File: src/rtl/uart_tx_arbiter.sv
// Round-robin arbiter that feeds one byte at a time from four requesters into a UART transmitter,
// handshaking on tx_busy and flagging a sticky error if the transmitter never responds.
module uart_tx_arbiter #(
  parameter int BUSY_TO = 16
) (
  input  logic        clk,
  input  logic        rst,
  input  logic        en,
  input  logic [3:0]  req,
  input  logic [31:0] req_data,
  input  logic        tx_busy,
  output logic [7:0]  tx_data,
  output logic        tx_start,
  output logic [3:0]  ack,
  output logic [1:0]  grant_id,
  output logic        arb_busy,
  output logic        err_timeout,
  output logic [15:0] byte_count
);

  localparam int CW = (BUSY_TO > 1) ? $clog2(BUSY_TO) : 1;
  localparam logic [CW-1:0] TO_LAST = CW'(BUSY_TO - 1);

  typedef enum logic [2:0] {
    IDLE    = 3'd0,
    START   = 3'd1,
    WAIT_HI = 3'd2,
    WAIT_LO = 3'd3,
    GAP     = 3'd4
  } state_t;

  state_t          state;
  logic [CW-1:0]   to_cnt;
  logic [1:0]      pick;
  logic            pick_valid;
  logic [1:0]      rr_idx;

  // grant_id doubles as the last-grant pointer; the search starts one past it and wraps
  always_comb begin
    pick       = grant_id;
    pick_valid = 1'b0;
    rr_idx     = 2'd0;
    for (int i = 1; i <= 4; i++) begin
      rr_idx = grant_id + 2'(i);
      if (!pick_valid && req[rr_idx]) begin
        pick       = rr_idx;
        pick_valid = 1'b1;
      end
    end
  end

  always_ff @(posedge clk) begin
    if (rst) begin
      state       <= IDLE;
      to_cnt      <= '0;
      tx_data     <= 8'h00;
      tx_start    <= 1'b0;
      ack         <= 4'b0000;
      grant_id    <= 2'd3;
      arb_busy    <= 1'b0;
      err_timeout <= 1'b0;
      byte_count  <= 16'd0;
    end else begin
      case (state)
        IDLE: begin
          if (en && pick_valid) begin
            tx_data  <= req_data[{pick, 3'b000} +: 8];
            tx_start <= 1'b1;
            ack      <= 4'b0001 << pick;
            grant_id <= pick;
            arb_busy <= 1'b1;
            state    <= START;
          end
        end
        START: begin
          tx_start <= 1'b0;
          ack      <= 4'b0000;
          to_cnt   <= '0;
          state    <= WAIT_HI;
        end
        WAIT_HI: begin
          if (tx_busy) begin
            state <= WAIT_LO;
          end else if (to_cnt == TO_LAST) begin
            err_timeout <= 1'b1;
            arb_busy    <= 1'b0;
            state       <= IDLE;
          end else begin
            to_cnt <= to_cnt + 1'b1;
          end
        end
        WAIT_LO: begin
          if (!tx_busy) begin
            byte_count <= byte_count + 16'd1;
            state      <= GAP;
          end
        end
        GAP: begin
          arb_busy <= 1'b0;
          state    <= IDLE;
        end
        default: begin
          tx_start <= 1'b0;
          ack      <= 4'b0000;
          arb_busy <= 1'b0;
          state    <= IDLE;
        end
      endcase
    end
  end

  // At most one requester may ever see its byte taken, and a start pulse always names one
  assert property (@(posedge clk) disable iff (rst) $onehot0(ack));
  assert property (@(posedge clk) disable iff (rst) tx_start |-> (ack != 4'b0000));

endmodule
File: config.mk
export PLATFORM = sky130hd
export DESIGN_NAME = uart_tx_arbiter
export DESIGN_NICKNAME = d
export VERILOG_FILES = /design/src/rtl/uart_tx_arbiter.sv
export SDC_FILE = /design/constraint.sdc
export NUM_CORES = 1
export LEC_CHECK = 0
export CORE_UTILIZATION = 48
export CTS_CLUSTER_DIAMETER = 120
export DETAILED_ROUTE_END_ITERATION = 8
export PLACE_DENSITY_LB_ADDON = 0.1
export SLEW_MARGIN = 20
export SYNTH_ARGS = -nofsm -noshare
export SYNTH_HDL_FRONTEND = slang
export SYNTH_SLANG_ARGS = --single-unit
File: constraint.sdc
create_clock -name clk -period 2.5 [get_ports clk]
set_input_delay 0.25 -clock clk [delete_from_list [all_inputs] [get_ports clk]]
set_output_delay 0.25 -clock clk [all_outputs]
set_load 0.02 [all_outputs]
Word-level counts from Yosys, hierarchy flattened:

Index checks and enable logic that the tools add are counted.

* bits in registers: 40
* latch bits: 0
* memory bits (writable): 0
* ROM bits: 0
* input port bits: 40
* output and inout port bits: 33
* word-level logic and storage cells: 83
* memories: 0

* $add $sub $neg: 5
* $mul: 0
* divide/modulo/power cells: 0
* $lt $le $gt $ge: 4
* eq/ne operators: 11
* shifts and indexed selects: 2
* muxes and demuxes: 31
* bitwise gates (word level): 3
* reduce and logical (&&, ||, !) cells: 18

Operators with widths (number)
* $shiftx 32x6->8: 1
* $add 16x1->16 const B: 1
* $pmux 4 s2: 2
* $lt 2x3->1 const B: 4
* $mux 3: 4
* $mux 4: 3
* $pmux 3 s4: 1
* $mux 1: 11
* $ne 2x2->1 const B: 5
* $reduce_and 3->1: 3
* $bmux 1 s2: 4
* $mux 2: 4
* $eq 3x2->1 const B: 2
* $reduce_and 2->1: 3
* $add 2x2->2 const B: 2
* $add 4x1->4 const B: 1
* $eq 4x4->1 const B: 1
* $logic_and 1x1->1: 4
* $reduce_and 4->1: 1
* $shl 1x2->4 const A: 1
* $eq 3x1->1 const B: 1
* $eq 3x3->1 const B: 1
* $logic_not 1->1: 3
* $logic_not 3->1: 1
* other kinds (8): 10

Logic depth before layout (Yosys ltp):

* word-level depth: 16
* depth in mapped cells: 7
* mapped depth without buffers: 6

Worst setup path after synthesis:

Ideal clock, no wire load.

* kind: reg-to-reg
* from: register grant_id[0]
* to: register tx_data[6]
* library setup time: 0.131 ns
* arrival time: 1.723 ns
* data required time: 2.369 ns
* slack: 0.646 ns
* stages on the path, launching flop included: 8
* path buffers: 2
* clock period less this slack: 1.854 ns
* cell sequence: dfxtp_1 or2b_1 a21boi_0 or3_1 clkbuf_1 clkbuf_1 a32oi_1 o211ai_1

* word-level cells in the longest chain between the ends: 15
* elaborated cells on any way between the ends: 28
* classes of those cells: add/sub: 3; shift: 1; mux: 16; reduce/logical: 8

RTL lines
* from (decl): line 15 `output logic [1:0] grant_id,`
* from (signal assigned): line 70 `grant_id <= pick;`
* branches (longest 15 deep; another with $add 2x1->2)
* to (signal assigned): line 67 `tx_data <= req_data[{pick, 3'b000} +: 8];`
* to (decl): line 12 `output logic [7:0] tx_data,`

Several ways; the timed one is not identified. The select of a mux whose other input is x is not followed.
A chain may end at the register's enable or synchronous reset.

Final worst setup path:

* from: input port req[3]
* to: register tx_data[2]

* word-level cells in the longest chain between the ends: 14
* elaborated cells on any way between the ends: 25
* classes of those cells: shift: 1; mux: 16; reduce/logical: 8

RTL lines
* from (decl): line 9 `input logic [3:0] req,`
* branches (longest 14 deep; another with $bmux 1 s2)

Several ways; the timed one is not identified. The select of a mux whose other input is x is not followed.

==> impl_results.md <==
- Worst-skew pair later-pin latency: 290 ps
- Global-route wire length before repair: 7830 um
- Worst Skew: 5.73 ps
- Placeable Area: 4000 um2
- Fin crit share: just over 80%
- CTS resizes: 0
- Fraction of the mapped netlist area in compound gates: 15.5%
- FFs w/ async S/R, synth: 0%
- Most common cell after layout, fill and taps aside: clkdlybuf4s50_1
- Netlist area before placement: between 2000 and 2500 um2
- Root buffer cell: clkbuf_8
- Critical-path cell list: clkdlybuf4s50_1 > or4_4 > and3b_1 > a21boi_4 > a32oi_1 > nand3_1
- Sequential share of the synthesized area: between 30% and 40%
- CTS tree: yes
- Clk sink count: 40
- Xor/xnor cell area share of the yosys netlist: 6.11%
- Worst Setup End Kind: flop
- Layout cells sized above 1: 9.67%
- FF+latch count, synth: 40
- Ys Warns: 0
- Slew @ Worst Pin: around 730 ps
- Tot GR Track Use: 23.0%
- Cell family with most CP delay: simple AND/OR/NAND/NOR gates
- Cell count along the critical path: 6
- Placer Congestion: 0.809
- Largest net degree at the start of global routing: 29
- Post-detail-place hpwl: 3590 um
- Initial Utilization: 50.1%
- Num CTS Buffers: 5
- Post-CTS setup buffers: 0
- Max FO, Critical Path: 14
- CTS Buffer Depth: 2
- Die height: 66.6 um
- Setup_tns: 0 ps
- Post-synth EDFFs: 0
- DR iter-0 viols: 108
- Via/cell ratio: 5.67
- Post-Synth Adder-Cell Area: 1.25%
- Crit Path Category: in2reg
- RSZ-0062 raised after global routing: false
- CP arrival: 2200 ps
- Number of global-route vias before repair: 1804
- Setup-failing EPs final: 0
- Overflow after GRT: 0
- Peak Freq: 0.491 GHz
- Synthesis-to-finish area growth: 42.7%
- Max_cap viols: 0
- Drt pass-1 iters: 4
- Clock transition at path regs: 70 ps
- VDD IR max: 286 uV
- DRT antenna net count: 0
- Post-Syn Area per Cell: 8.84 um2
- Hold-fix buffers, CTS: 0
- Most frequent cells in the layout: 72 x clkdlybuf4s50_1, 40 x dfxtp_1, 23 x nor2_1, 20 x nand3_1, 19 x nand4_1
- Synth Area in Simple Gates: 28.6%
- Post-synth top flop: dfxtp_1
- Routed len/inst: around 14 um
- Post-Route WL: 4970 um
- IO Pins: 73
- CP max stage cell: or4_4
- Mapped Nets: between 200 and 300
- Fin. Hold Viols: 0
- Vias: 1983
- CP Launch Type: input pin
- Nets@finish: around 340
- Worst hold margin: 456 ps
- PortBufs: between 70 and 80
- Critical path's largest stage delay: about 590 ps
- HP Class: reg2reg
- Ant. Diodes: 0
- Site Rows: 23
- # DRC: 0
- Post-synthesis cell count: roughly 230
- Post-synthesis mux area share: 4.93%
- Status: finished clean
- Initial antenna violation count: 0
- P per Cell Area: 522 nW/um2
- CTS H-tree lvls: 2
- Buf+Inv Stages, Crit Path: 1
- Max-slew violations: 0
- Slew HR: between 50% and 60%
- LEAKAGE: 1.03 nW
- Largest family of logic cells by synthesized area: simple AND/OR/NAND/NOR gates
- Final min period: 2040 ps
- Reg2reg path depth: 6
- Cell variety after synth: 47
- Die Wd: 66.6 um
- Worst hold path depth: 2
- Die area: 4440 um2
- Worst Path Required: 2660 ps
-- synth_stat cells (2+ instances only) --
cell       n  area share, %
nor2b_1    4            1.2
or3_1      4            1.2
nand3_1   20            5.0
nor2_1    23            4.3
mux2i_1    2            1.0
a32oi_1    9            3.9
and3_1     5            1.6
o21ai_0    8            2.0
xnor2_1    6            2.6
nor3_1     5            1.2
nor3b_1    2           0.75
buf_2      3           0.75
nand2_1   13            2.4
dfxtp_1   40             40
mux2_2     7            3.9
o211ai_1   2           0.75
inv_1      2           0.37
a21oi_1    9            2.2
buf_6      2            1.1
clkbuf_1   7            1.3
nand4_1   19            5.9
xor2_1     8            3.5
ha_1       2            1.2
a211o_1    2           0.87
-- logic make-up (layout without fill, tap and decap cells) --
| kind of cell | Yosys count | in the layout |
|---|---|---|
| buffers and inverters | 15 | 88 |
| and+or+nand+nor | 106 | 106 |
| DFF | 40 | 40 |
| AOI/OAI and AO/OA | 41 | 41 |
| xor gates and xnor gates | 14 | 14 |
| adders and majority gates | 2 | 2 |
| muxes | 9 | 9 |
-- final timing paths --
kind                  from          to  slack (ps)
hold / removal      ack[3]      ack[3]         460
hold reg to reg     ack[3]      ack[3]         460
setup reg to reg  state[2]  tx_data[4]         540
setup / recovery    req[3]  tx_data[2]         460
-- per-stage QoR --
step,instance area (um2),setup WS [ps],power (mW),instances,util (%)
after floorplan,2010,646,0.909,227,-
after global placement,2770,213,1.07,342,69.3
after detailed placement,2770,183,1.08,342,69.3
after CTS,2860,477,1.51,350,71.5
after global routing,2860,380,1.56,350,71.5
final,2860,462,1.49,350,71.5
-- state kept, by name (all words and copies together) (netlist names) --
register     count
tx_data          8
state            3
tx_start         1
err_timeout      1
byte_count      16
arb_busy         1
grant_id         2
to_cnt           4
ack              4
-- worst min-delay path, delay by kind of cell (launching register included) --
family          cells  cell delay (ps)
compound gates      1               60
simple gates        1               40
flops               1              330
-- power breakdown --
group          internal, mW  switching (mW)  total [mW]  leakage (nW)
logic                 0.181           0.177       0.358         0.661
registers             0.674          0.0283       0.703         0.325
clock network         0.225           0.208       0.433        0.0455
total                  1.08           0.413        1.49          1.03
-- final cells by class --
class | count | area (um2)
clock buffer | 8 | 90.1
fill | 349 | 1140
inverter | 2 | 7.51
multi-input combinational | 172 | 1130
sequential | 40 | 801
tap | 50 | 62.6
timing repair buffer | 78 | 766
-- routing by layer --
layer	part of all wire, %	vias up	track usage (%)
met5	0	-	0
li1	-	984	-
met3	7.9	11	5.48
met2	45	62	39.6
met4	2.2	0	9.57
met1	45	926	26.9
(Power assumes the default switching activity.)
